File: config.mk
export PLATFORM = sky130hd
export DESIGN_NAME = serial_tx
export DESIGN_NICKNAME = d
export VERILOG_FILES = /design/src/rtl/serial_tx.sv
export SDC_FILE = /design/constraint.sdc
export NUM_CORES = 1
export LEC_CHECK = 0
export CORE_UTILIZATION = 35
export DETAILED_ROUTE_END_ITERATION = 8
export GPL_ROUTABILITY_DRIVEN = 0
export HOLD_SLACK_MARGIN = 0.1
export PLACE_DENSITY = 0.56
export RECOVER_POWER = 25
export SLEW_MARGIN = 20
export SYNTH_ARGS = -nofsm -noshare
export SYNTH_HDL_FRONTEND = slang
export SYNTH_SLANG_ARGS = --single-unit
File: constraint.sdc
create_clock -name CK -period 2.05 [get_ports CK]
set_input_delay 0.3075 -clock CK [delete_from_list [all_inputs] [get_ports CK]]
set_output_delay 0.3075 -clock CK [all_outputs]
set_load 0.005 [all_outputs]
File: src/rtl/serial_tx.sv
// Framed parallel-to-serial transmitter: start bit, WIDTH data bits LSB
// first, stop bit; every bit held DIV cycles, all state on negedge CK.
//
// Ports:
//   CK   - clock, state updates on the falling edge
//   CLR  - asynchronous active-low reset
//   LOAD - start request, accepted only while idle
//   DIN  - parallel word, captured on the accepting edge
//   SOUT - serial line, idles high
//   BUSY - high while a frame is in progress
//   DONE - one-cycle pulse on the first idle cycle after a frame
module serial_tx #(
  parameter int WIDTH = 8,
  parameter int DIV   = 4
) (
  input  logic             CK,
  input  logic             CLR,
  input  logic             LOAD,
  input  logic [WIDTH-1:0] DIN,
  output logic             SOUT,
  output logic             BUSY,
  output logic             DONE
);

  localparam int DW = (DIV > 1) ? $clog2(DIV) : 1;
  localparam int BW = (WIDTH > 1) ? $clog2(WIDTH) : 1;

  localparam logic [DW-1:0] DIV_LAST = DW'(DIV - 1);
  localparam logic [BW-1:0] BIT_LAST = BW'(WIDTH - 1);

  typedef enum logic [1:0] {
    IDLE  = 2'd0,
    START = 2'd1,
    DATA  = 2'd2,
    STOP  = 2'd3
  } state_e;

  state_e           state_q, state_d;
  logic [WIDTH-1:0] sh_q, sh_d;
  logic [BW-1:0]    bit_q, bit_d;
  logic [DW-1:0]    div_q, div_d;
  logic             sout_q, sout_d;
  logic             busy_q, busy_d;
  logic             done_q, done_d;
  logic             tick;

  // Last cycle of the current bit period.
  assign tick = (div_q == DIV_LAST);

  always_comb begin
    state_d = state_q;
    sh_d    = sh_q;
    bit_d   = bit_q;
    div_d   = tick ? '0 : div_q + DW'(1);
    unique case (state_q)
      IDLE: begin
        div_d = '0;
        bit_d = '0;
        if (LOAD) begin
          sh_d    = DIN;
          state_d = START;
        end
      end
      START: begin
        if (tick) begin
          state_d = DATA;
          bit_d   = '0;
        end
      end
      DATA: begin
        if (tick) begin
          if (bit_q == BIT_LAST) begin
            state_d = STOP;
          end else begin
            sh_d  = sh_q >> 1;
            bit_d = bit_q + BW'(1);
          end
        end
      end
      STOP: begin
        if (tick) begin
          state_d = IDLE;
        end
      end
      default: begin
        state_d = IDLE;
      end
    endcase
  end

  // Outputs are decoded from the next state and registered, so the line
  // only moves on bit boundaries and nothing is combinational from LOAD.
  always_comb begin
    sout_d = 1'b1;
    unique case (state_d)
      START:   sout_d = 1'b0;
      DATA:    sout_d = sh_d[0];
      default: sout_d = 1'b1;
    endcase
    busy_d = (state_d != IDLE);
    done_d = (state_q == STOP) && (state_d == IDLE);
  end

  always_ff @(negedge CK or negedge CLR) begin
    if (!CLR) begin
      state_q <= IDLE;
      sh_q    <= '0;
      bit_q   <= '0;
      div_q   <= '0;
      sout_q  <= 1'b1;
      busy_q  <= 1'b0;
      done_q  <= 1'b0;
    end else begin
      state_q <= state_d;
      sh_q    <= sh_d;
      bit_q   <= bit_d;
      div_q   <= div_d;
      sout_q  <= sout_d;
      busy_q  <= busy_d;
      done_q  <= done_d;
    end
  end

  assign SOUT = sout_q;
  assign BUSY = busy_q;
  assign DONE = done_q;

endmodule

==> results of run 1 <==
-- what timing repair did --
action / CTS / global route
hold endpoints to repair: 0 / 0
setup buffers: 0 / 0
resized for setup: 15 / 0
endpoints found under the setup margin: 14 / 5
pin swaps: 1 / 1
-- layer usage --
metal	part of all wire	vias to the layer above
li1	-	296
met1	0.48	283
met2	0.49	3
met3	0.019	2
met4	0.010	0
met5	0	-
-- final cells by class --
class | instances | area [um2]
inverter | 2 | 7.51
clock buffer | 3 | 22.5
multi-input combinational | 48 | 362
clock inverter | 2 | 7.51
fill | 221 | 1160
tap | 28 | 35.0
timing repair buffer | 21 | 185
sequential | 18 | 452
-- cell usage after synthesis, types with 2 or more instances --
master	number
o21ai_0	2
a22oi_1	6
nand2_1	15
buf_6	2
inv_1	3
nor2b_1	2
and3_1	2
ha_1	3
and2_1	2
dfrtn_1	17
a22o_1	3
-- cell families (layout without fill, tap and decap cells) --
group           after synthesis  after routing  synth area share
xor+xnor                      1              1            0.0104
fa+ha+maj                     3              3            0.0446
simple gates                 27             27             0.171
flops                        18             18             0.536
mux                           3              3            0.0431
compound gates               14             14             0.149
buf+inv                       6             28            0.0461
-- where the power goes --
group / switching, mW / internal, mW
Combinational: 0.263 / 0.285
Clock: 0.119 / 0.0733
Sequential: 0.103 / 0.519
-- placed cells by master (no fill, tap or decap), types with 2 or more instances in the layout --
cell type | netlist | final
o21ai_0 | 2 | 2
clkbuf_4 | 0 | 3
dfrtn_1 | 17 | 17
and3_1 | 2 | 2
a22oi_1 | 6 | 6
nand2_1 | 15 | 15
buf_2 | 1 | 3
inv_1 | 3 | 3
and2_1 | 2 | 2
a22o_1 | 3 | 3
buf_4 | 0 | 6
ha_1 | 3 | 3
clkdlybuf4s50_1 | 0 | 8
-- registers in the layout, summed over array words and instances, names as in the netlist --
register / flops
SOUT: 1
BUSY: 1
state_q: 2
div_q: 2
DONE: 1
bit_q: 3
sh_q: 8
-- tightest hold or removal path, stage by stage (launching register included) --
cell,delay (ns)
dfrtn_1,0.42
nand2_1,0.05
nand2_1,0.06
-- final timing paths --
kind                       startpoint    endpoint  slack, ns  depth (start not counted)
max                              SOUT        SOUT      -0.22                          1
min                           sh_q[5]     sh_q[5]       0.43                          2
max reg2reg                  bit_q[0]        SOUT       0.16                          6
min reg2reg                   sh_q[5]     sh_q[5]       0.43                          2
max in group asynchronous         CLR  state_q[1]       0.46                          2
min in group asynchronous         CLR     sh_q[0]       1.43                          2
-- per-stage QoR --
stage,setup WS [ns],power (mW),setup TNS (ns)
2_1_floorplan,-0.0112,1.03,-0.0112
3_3_place_gp,-0.492,1.20,-5.25
3_5_place_dp,-0.548,1.21,-5.51
4_1_cts,-0.232,1.38,-0.357
5_1_grt,-0.261,1.47,-0.424
6_report,-0.225,1.36,-0.339
==> reports/metrics.yaml, run 1 <==
synth-main-ff-cell: "dfrtn_1"
rsz0062_at_grt: "true"
path_buf_inv: 1
synth_area_um2: 842
drive_gt1_frac: 0.234
diodes: 0
finalSetupViolations: 3
slew_violations: 0
synth_cells: 72
cts.clk_slew.worst_paths_ns: 0.07
cp_data_required_time_ns: 1.74
place_inst: 118
vias: 584
finalNonFillerCells: 122
postPlaceCellArea_mm2: 0.00107
finalInstanceArea_mm2: 0.00107
ys_types: 26
area_growth_pct: 27.2
violations: "negative setup slack"
cts_inserted_buffers: 3
drtIter0Drc: 15
p_leak_nw: 0.522
port_buffers: 13
skew_ns: 0.0572
path_cells: "buf_2"
drtPass1Iterations: 4
cp_max_fo: 1
hold_slack_ns: 0.427
cp_top_family: "flip-flops"
ys_warn_count: 0
clkSinkCount: 18
ios: 14
antenna_found_initial: 0
drc: 0
met2_usage: 0.226
cts_tree: "yes"
yosysTopAreaCellShare: 0.505
fp.dieH_um: 51.1
synth-seq-cells: 18
wl_mm: 1.59
hold_class: "register to register"
clock_latency_ns: 0.35
h-tree-depth: 1
grt_pass1_vias: 576
fp-row-count: 17
grt_max_degree: 12
grtUsageMet3: 0.0268
ys_async_sr_fraction: 1.00
drv_cap: 0
fin_util: 0.480
power_density_mw_per_mm2: 1270
via_per_inst: 4.79
max_slew_margin: 0.704
grt_pass1_wl_mm: 2.61
grt.busiest_layer: "met2"
ant_nets: 0
grt-ovfl-total: 0
layout.nets: 109
die_w_um: 51.1
grt_usage: 0.142
yosys-top-cells-area: "dfrtn_1 51%, nand2_1 6.7%, a22oi_1 5.3%"
dp_hpwl_mm: 1.15
use_met1: 0.178
yosysSeqAreaShare: 0.536
synthesis.nets: 86
syn_area_per_cell_um2: 11.7
critPathArrivalTime_ns: 1.97
fin_ws_ns: -0.225
hold_violations: 0
cpPeakStageDelay_ns: 0.50
cts_buffer_depth: 2
status: "complete, but fails checks"
coreArea_mm2: 0.00223
synth_largest_area_cell: "dfrtn_1"
die_area_mm2: 0.00261
critPathKind: "register to primary output"
end_kind: "primary output"
wl_per_cell_um: 13.0
crit_slowest_cell: "dfstp_2"
vdd_drop_max_v: 0.000663
initial_utilization: 0.377
startpoint_type: "register"
synth_edf_count: 0
worst_pin_slew_ns: 0.444
cts-root-buf: "clkbuf_4"
holdBufCountCts: 0
Note: power is estimated with default switching activity, not from simulation.
==> inputs of run 2 (changes only) <==
--- a/config.mk
+++ b/config.mk
@@ -9,6 +9,7 @@
 export DETAILED_ROUTE_END_ITERATION = 8
 export GPL_ROUTABILITY_DRIVEN = 0
 export HOLD_SLACK_MARGIN = 0.1
+export MAX_ROUTING_LAYER = met4
 export PLACE_DENSITY = 0.56
 export RECOVER_POWER = 25
 export SLEW_MARGIN = 20
==> run 2 against run 1 <==
  * The flow still finishes with violations (negative setup slack)
  * Register-to-register slack lost 0.02 ns
  * Hold slack gained 0.0016 ns
  * Power up 0.41%
  * Clock skew barely moved
  * First-iteration DRC count grew 6.7%
  * Critical path type unchanged
==> reports/metrics.yaml, run 2 (synthesis results as in run 1) <==
crit_slowest_cell: "dfstp_2"
fp.dieH_um: 51.1  # unchanged
hold_violations: 0  # unchanged
largest_reg_flops: 8  # unchanged
dp_hpwl_mm: 1.15  # unchanged
final_common_cell: "dfrtn_1"
fillCellCount: 221  # unchanged
critPathArrivalTime_ns: 1.97  # about the same
slew_violations: 0  # unchanged
cpPeakStageDelay_ns: 0.50  # about the same
wl_mm: 1.60  # +0.82%
drtPass1Iterations: 5  # +1
grt-ovfl-total: 0  # unchanged
wl_met3_um: 32  # +3.2%
antenna_found_initial: 0  # unchanged
cp_max_fo: 1  # unchanged
drtIter0Drc: 16  # +1
clock_latency_ns: 0.35  # about the same
critPathKind: "register to primary output"
cp_top_family: "flip-flops"
p_leak_nw: 0.522  # unchanged
hold_class: "register to register"
violations: "negative setup slack"
rsz0062_at_grt: "true"
end_kind: "primary output"
regMostFlops: "sh_q"
h-tree-depth: 1  # unchanged
cts_buffer_depth: 2  # unchanged
m1WireLength_um: 776  # +1.6%
hold_slack_ns: 0.429  # +0.00162 ns
drive_gt1_frac: 0.234  # unchanged
area_growth_pct: 27.2  # unchanged
fp-row-count: 17  # unchanged
cp_data_required_time_ns: 1.74  # about the same
die_w_um: 51.1  # unchanged
clkSinkCount: 18  # unchanged
grt_usage: 0.146  # +0.00451
top_layer: "met4"
grt_pass1_wl_mm: 2.62  # +0.27%
path_buf_inv: 1  # unchanged
diodes: 0  # unchanged
ant_nets: 0  # unchanged
status: "complete, but fails checks"
cts-root-buf: "clkbuf_4"
power_density_mw_per_mm2: 1280  # +0.41%
largestRegisters: "sh_q x8, bit_q x3"
coreArea_mm2: 0.00223  # unchanged
met2_length_um: 777  # unchanged
via_per_inst: 4.83  # +0.86%
vias: 589  # +0.86%
cts_tree: "yes"
ios: 14  # unchanged
worst_pin_slew_ns: 0.459  # +0.0150 ns
skew_ns: 0.0572  # +0.0000411 ns
drc: 0  # unchanged
grt_max_degree: 12  # unchanged
path_cells: "buf_2"
layout_common_cells: "17 x dfrtn_1, 15 x nand2_1, 8 x clkdlybuf4s50_1, 6 x a22oi_1, 6 x buf_4"
finalNonFillerCells: 122  # unchanged
place_inst: 118  # unchanged
port_buffers: 13  # unchanged
finalSetupViolations: 3  # unchanged
fin_ws_ns: -0.226  # -0.00115 ns
vdd_drop_max_v: 0.000663  # about the same
cts.clk_slew.worst_paths_ns: 0.08  # about the same
startpoint_type: "register"
drv_cap: 0  # unchanged
initial_utilization: 0.377  # unchanged
wl_per_cell_um: 13.1  # +0.82%
die_area_mm2: 0.00261  # unchanged
holdBufCountCts: 0  # unchanged
cts_inserted_buffers: 3  # unchanged
grt_pass1_vias: 575  # -0.17%
layout.nets: 109  # unchanged
max_slew_margin: 0.694  # -0.0100
[run 2: cell counts in the layout (fill, tap and decap cells not counted)]
Identical to the previous run, type by type.
[run 2: what timing repair did]
action                                  4_1_cts  5_1_grt
gates resized for setup                      15        0
endpoints found under the hold margin         0        0
pin swaps                                     1        1
gates cloned                                  0        0
endpoints found under the setup margin       14        5
buffers inserted                              0        0
[run 2: worst paths after layout]
kind / slack (ns) / end / depth (start not counted) / from
max: -0.23 / SOUT / 1 / SOUT
min: 0.43 / sh_q[2] / 2 / sh_q[2]
max reg2reg: 0.14 / SOUT / 6 / bit_q[0]
min reg2reg: 0.43 / sh_q[2] / 2 / sh_q[2]
max in group asynchronous: 0.46 / state_q[1] / 2 / CLR
min in group asynchronous: 1.43 / sh_q[0] / 2 / CLR
[run 2: worst min-delay path, delay by kind of cell (launching register included)]
kind / cells / cell delay [ns]
AND/OR/NAND/NOR: 2 / 0.10
flip-flops: 1 / 0.42
[run 2: area by class of cell]
| type | instances | area (um2) | area share |
|---|---|---|---|
| clock inverter | 2 | 7.51 | 0.00701 |
| clock buffer | 3 | 22.5 | 0.0210 |
| multi-input combinational | 48 | 362 | 0.338 |
| inverter | 2 | 7.51 | 0.00701 |
| tap | 28 | 35.0 | 0.0327 |
| timing repair buffer | 21 | 185 | 0.173 |
| sequential | 18 | 452 | 0.422 |
[run 2: metal layers]
| metal | up-vias | GRT usage |
|---|---|---|
| met3 | 2 | 0.0268 |
| li1 | 297 | - |
| met4 | 0 | 0.0833 |
| met2 | 3 | 0.224 |
| met5 | - | - |
| met1 | 287 | 0.181 |
[run 2: stage by stage]
stage	util	instance area [um2]	setup slack, ns	TNS [ns]	total power, mW
after detailed placement	0.477	1070	-0.548	-5.51	1.21
after global routing	0.480	1070	-0.261	-0.424	1.47
after CTS	0.483	1080	-0.232	-0.357	1.38
final	0.480	1070	-0.226	-0.342	1.37
after floorplan	-	856	-0.0112	-0.0112	1.03
after global placement	0.477	1070	-0.492	-5.25	1.20
[run 2: report_power, final]
part	switching, mW	total (mW)	leakage, nW	internal, mW
Combinational	0.265	0.550	0.280	0.285
Clock	0.124	0.197	0.0207	0.0734
Sequential	0.102	0.621	0.221	0.519
Total	0.491	1.37	0.522	0.878
==> variant: new RTL, flow settings as in run 1 <==
Re-encode `state_e` (4 states) as Gray code, 2 bits wide.
--- a/src/rtl/serial_tx.sv
+++ b/src/rtl/serial_tx.sv
@@ -29,10 +29,10 @@
   localparam logic [BW-1:0] BIT_LAST = BW'(WIDTH - 1);
 
   typedef enum logic [1:0] {
-    IDLE  = 2'd0,
-    START = 2'd1,
-    DATA  = 2'd2,
-    STOP  = 2'd3
+    IDLE  = 2'b00,
+    START = 2'b01,
+    DATA  = 2'b11,
+    STOP  = 2'b10
   } state_e;
 
   state_e           state_q, state_d;
Check against the original RTL: no difference found for any inputs over 10 cycles, from zero or initial values; not proved beyond that.
==> variant against run 1 <==
- the flow still finishes with violations (negative setup slack)
- power grew 16%
- synthesized area grew 11%
- clock skew shrank 3.9 ps
- sequential cell count is the same
- setup slack gained 4.4 ps
- routed wire length grew 10%
- cell area grew 6.3%
- clock power shrank 3%
- largest power group is now combinational logic
==> variant: results (changes against run 1) <==
worst_setup_path:
  crit_family: "flip-flops"
  cp_slowest_cell: "dfstp_2"
  r2r_start: "state_q[0]"
  worstPathArrival_ps: 1960
  crit_path_max_incr_delay_ps: 500  # about the same
  cp_max_fo: 1  # unchanged
  r2r_slack_ps: 220  # +60 ps
sta:
  tns_ps: -347  # -7.95 ps
  finalSetupViolations: 3  # unchanged
  clock_skew_ps: 53.3  # -3.90 ps
  worst_slack_ps: -220  # +4.43 ps
  maxSlewHeadroom_pct: 74.3  # +3.9 points
  whs_ps: 420  # -7.08 ps
layout:
  largestRegisters: "sh_q (8), bit_q (3)"
  final_nets: 123  # +13%
  fillers: 240  # +8.6%
  n_antenna_cell: 0  # unchanged
  layout-drive-gt1-share_pct: 17.3  # -6.1 points
synthesis:
  synth.distinct_cells: 31  # +19%
  ys_warn_count: 0  # unchanged
  netlist_top_cells_area: "dfrtn_1 46%, ha_1 9.4%, a22oi_1 4.8%, o31ai_1 4.8%, nor2b_1 4.0%"
  synth_seq_area_share_pct: 48.5  # -5.1 points
  async_flop_share_pct: 100  # unchanged
  syn_nets: 104  # +21%
  netlist_top_cells_count: "17 x dfrtn_1, 8 x nand2_1, 7 x ha_1"
  synth_ff_type: "dfrtn_1"
clocking:
  cts_tree: "yes"
  h-tree-depth: 1  # unchanged
  clkLatencyLatePin_ps: 340
  clockBufferDepth: 2  # unchanged
  clk_pin_slew_ps: 70  # about the same
  postCtsSetupRepairBufs: 0  # unchanged
  numCtsBuffers: 3  # unchanged
status:
  status: "finished, violations left"
  violations: "negative setup slack"
placed_design:
  dp_hpwl_um: 1340  # +17%
  io_buffers: 13  # unchanged
  preCtsSetupSlack_ps: -804  # -256 ps
detailed_routing:
  dr.first_iter.drc_count: 13  # -2
  wl_per_cell_um: 13.1  # +0.15%
  first_pass_iters: 4  # unchanged
  via_per_inst: 5.07  # +6.0%
grt:
  grt_max_degree: 15  # +3
  grt_first_pass_wirelength_um: 2860  # +9.5%
  grt_use_total_pct: 14.4  # +0.21 points
  grt_pass1_vias: 651  # +13%
pwr:
  p_leak_nw: 0.527  # +0.93%
  ir_drop_v: 0.000801  # +21%
hold_path:
  holdCritStartpoint: "div_q[0]"
  hp-class: "reg -> reg"
variant: changes by cell type after synthesis, moves of 2 or more:
cell,before,now
and3b_1,0,2
nor2_1,1,4
nand2_1,15,8
ha_1,3,7
and3_1,2,0
nor2b_1,2,6
o31ai_1,1,6
variant: cell families (layout without fill, tap and decap cells):
group / Yosys count / after routing / share of synthesized area [%]
simple gates: 27 / 27 / 15.6
compound gates: 26 / 26 / 21.4
flops: 18 / 18 / 48.5
fa+ha+maj: 7 / 7 / 9.41
buf+inv: 7 / 25 / 3.90
mux: 1 / 1 / 1.21
variant: cell type report:
type	count	share of cell area, %
Multi-Input combinational cell	61	41.1
Sequential cell	18	39.7
Timing Repair Buffer	18	12.6
Tap cell	30	3.30
Clock buffer	4	2.31
Inverter	2	0.659
Clock inverter	1	0.330
variant: what timing repair did:
| item | in CTS | in global routing |
|---|---|---|
| gates resized for setup | 16 | 2 |
| setup endpoints to repair | 16 | 11 |
| endpoints found under the hold margin | 0 | 0 |
| pin swaps | 1 | 0 |
variant: path summary, 6_finish.rpt:
check / depth (start not counted) / endpoint
max in group asynchronous: 2 / div_q[1]
worst max-delay path: 1 / SOUT
worst max register to register: 6 / SOUT
min in group asynchronous: 1 / sh_q[0]
worst min register to register: 1 / div_q[0]
worst min-delay path: 1 / div_q[0]
variant: routing by layer:
layer	global-route usage [%]	part of all wire [%]
met5	0	0
met3	5.93	6.0
met4	3.95	1.1
met1	16.8	48
met2	24.2	45
variant: stage by stage:
| step | instance area, sq um | instances |
|---|---|---|
| floorplan | 961 | 86 |
| global placement | 1130 | 130 |
| detailed placement | 1130 | 130 |
| CTS | 1130 | 134 |
| global route | 1140 | 134 |
| finish | 1140 | 134 |
variant: power breakdown:
part / total, mW / switching, mW / internal [mW]
registers: 0.570 / 0.0661 / 0.504
logic: 0.822 / 0.441 / 0.381
clock network: 0.187 / 0.109 / 0.0781
total: 1.58 / 0.616 / 0.962
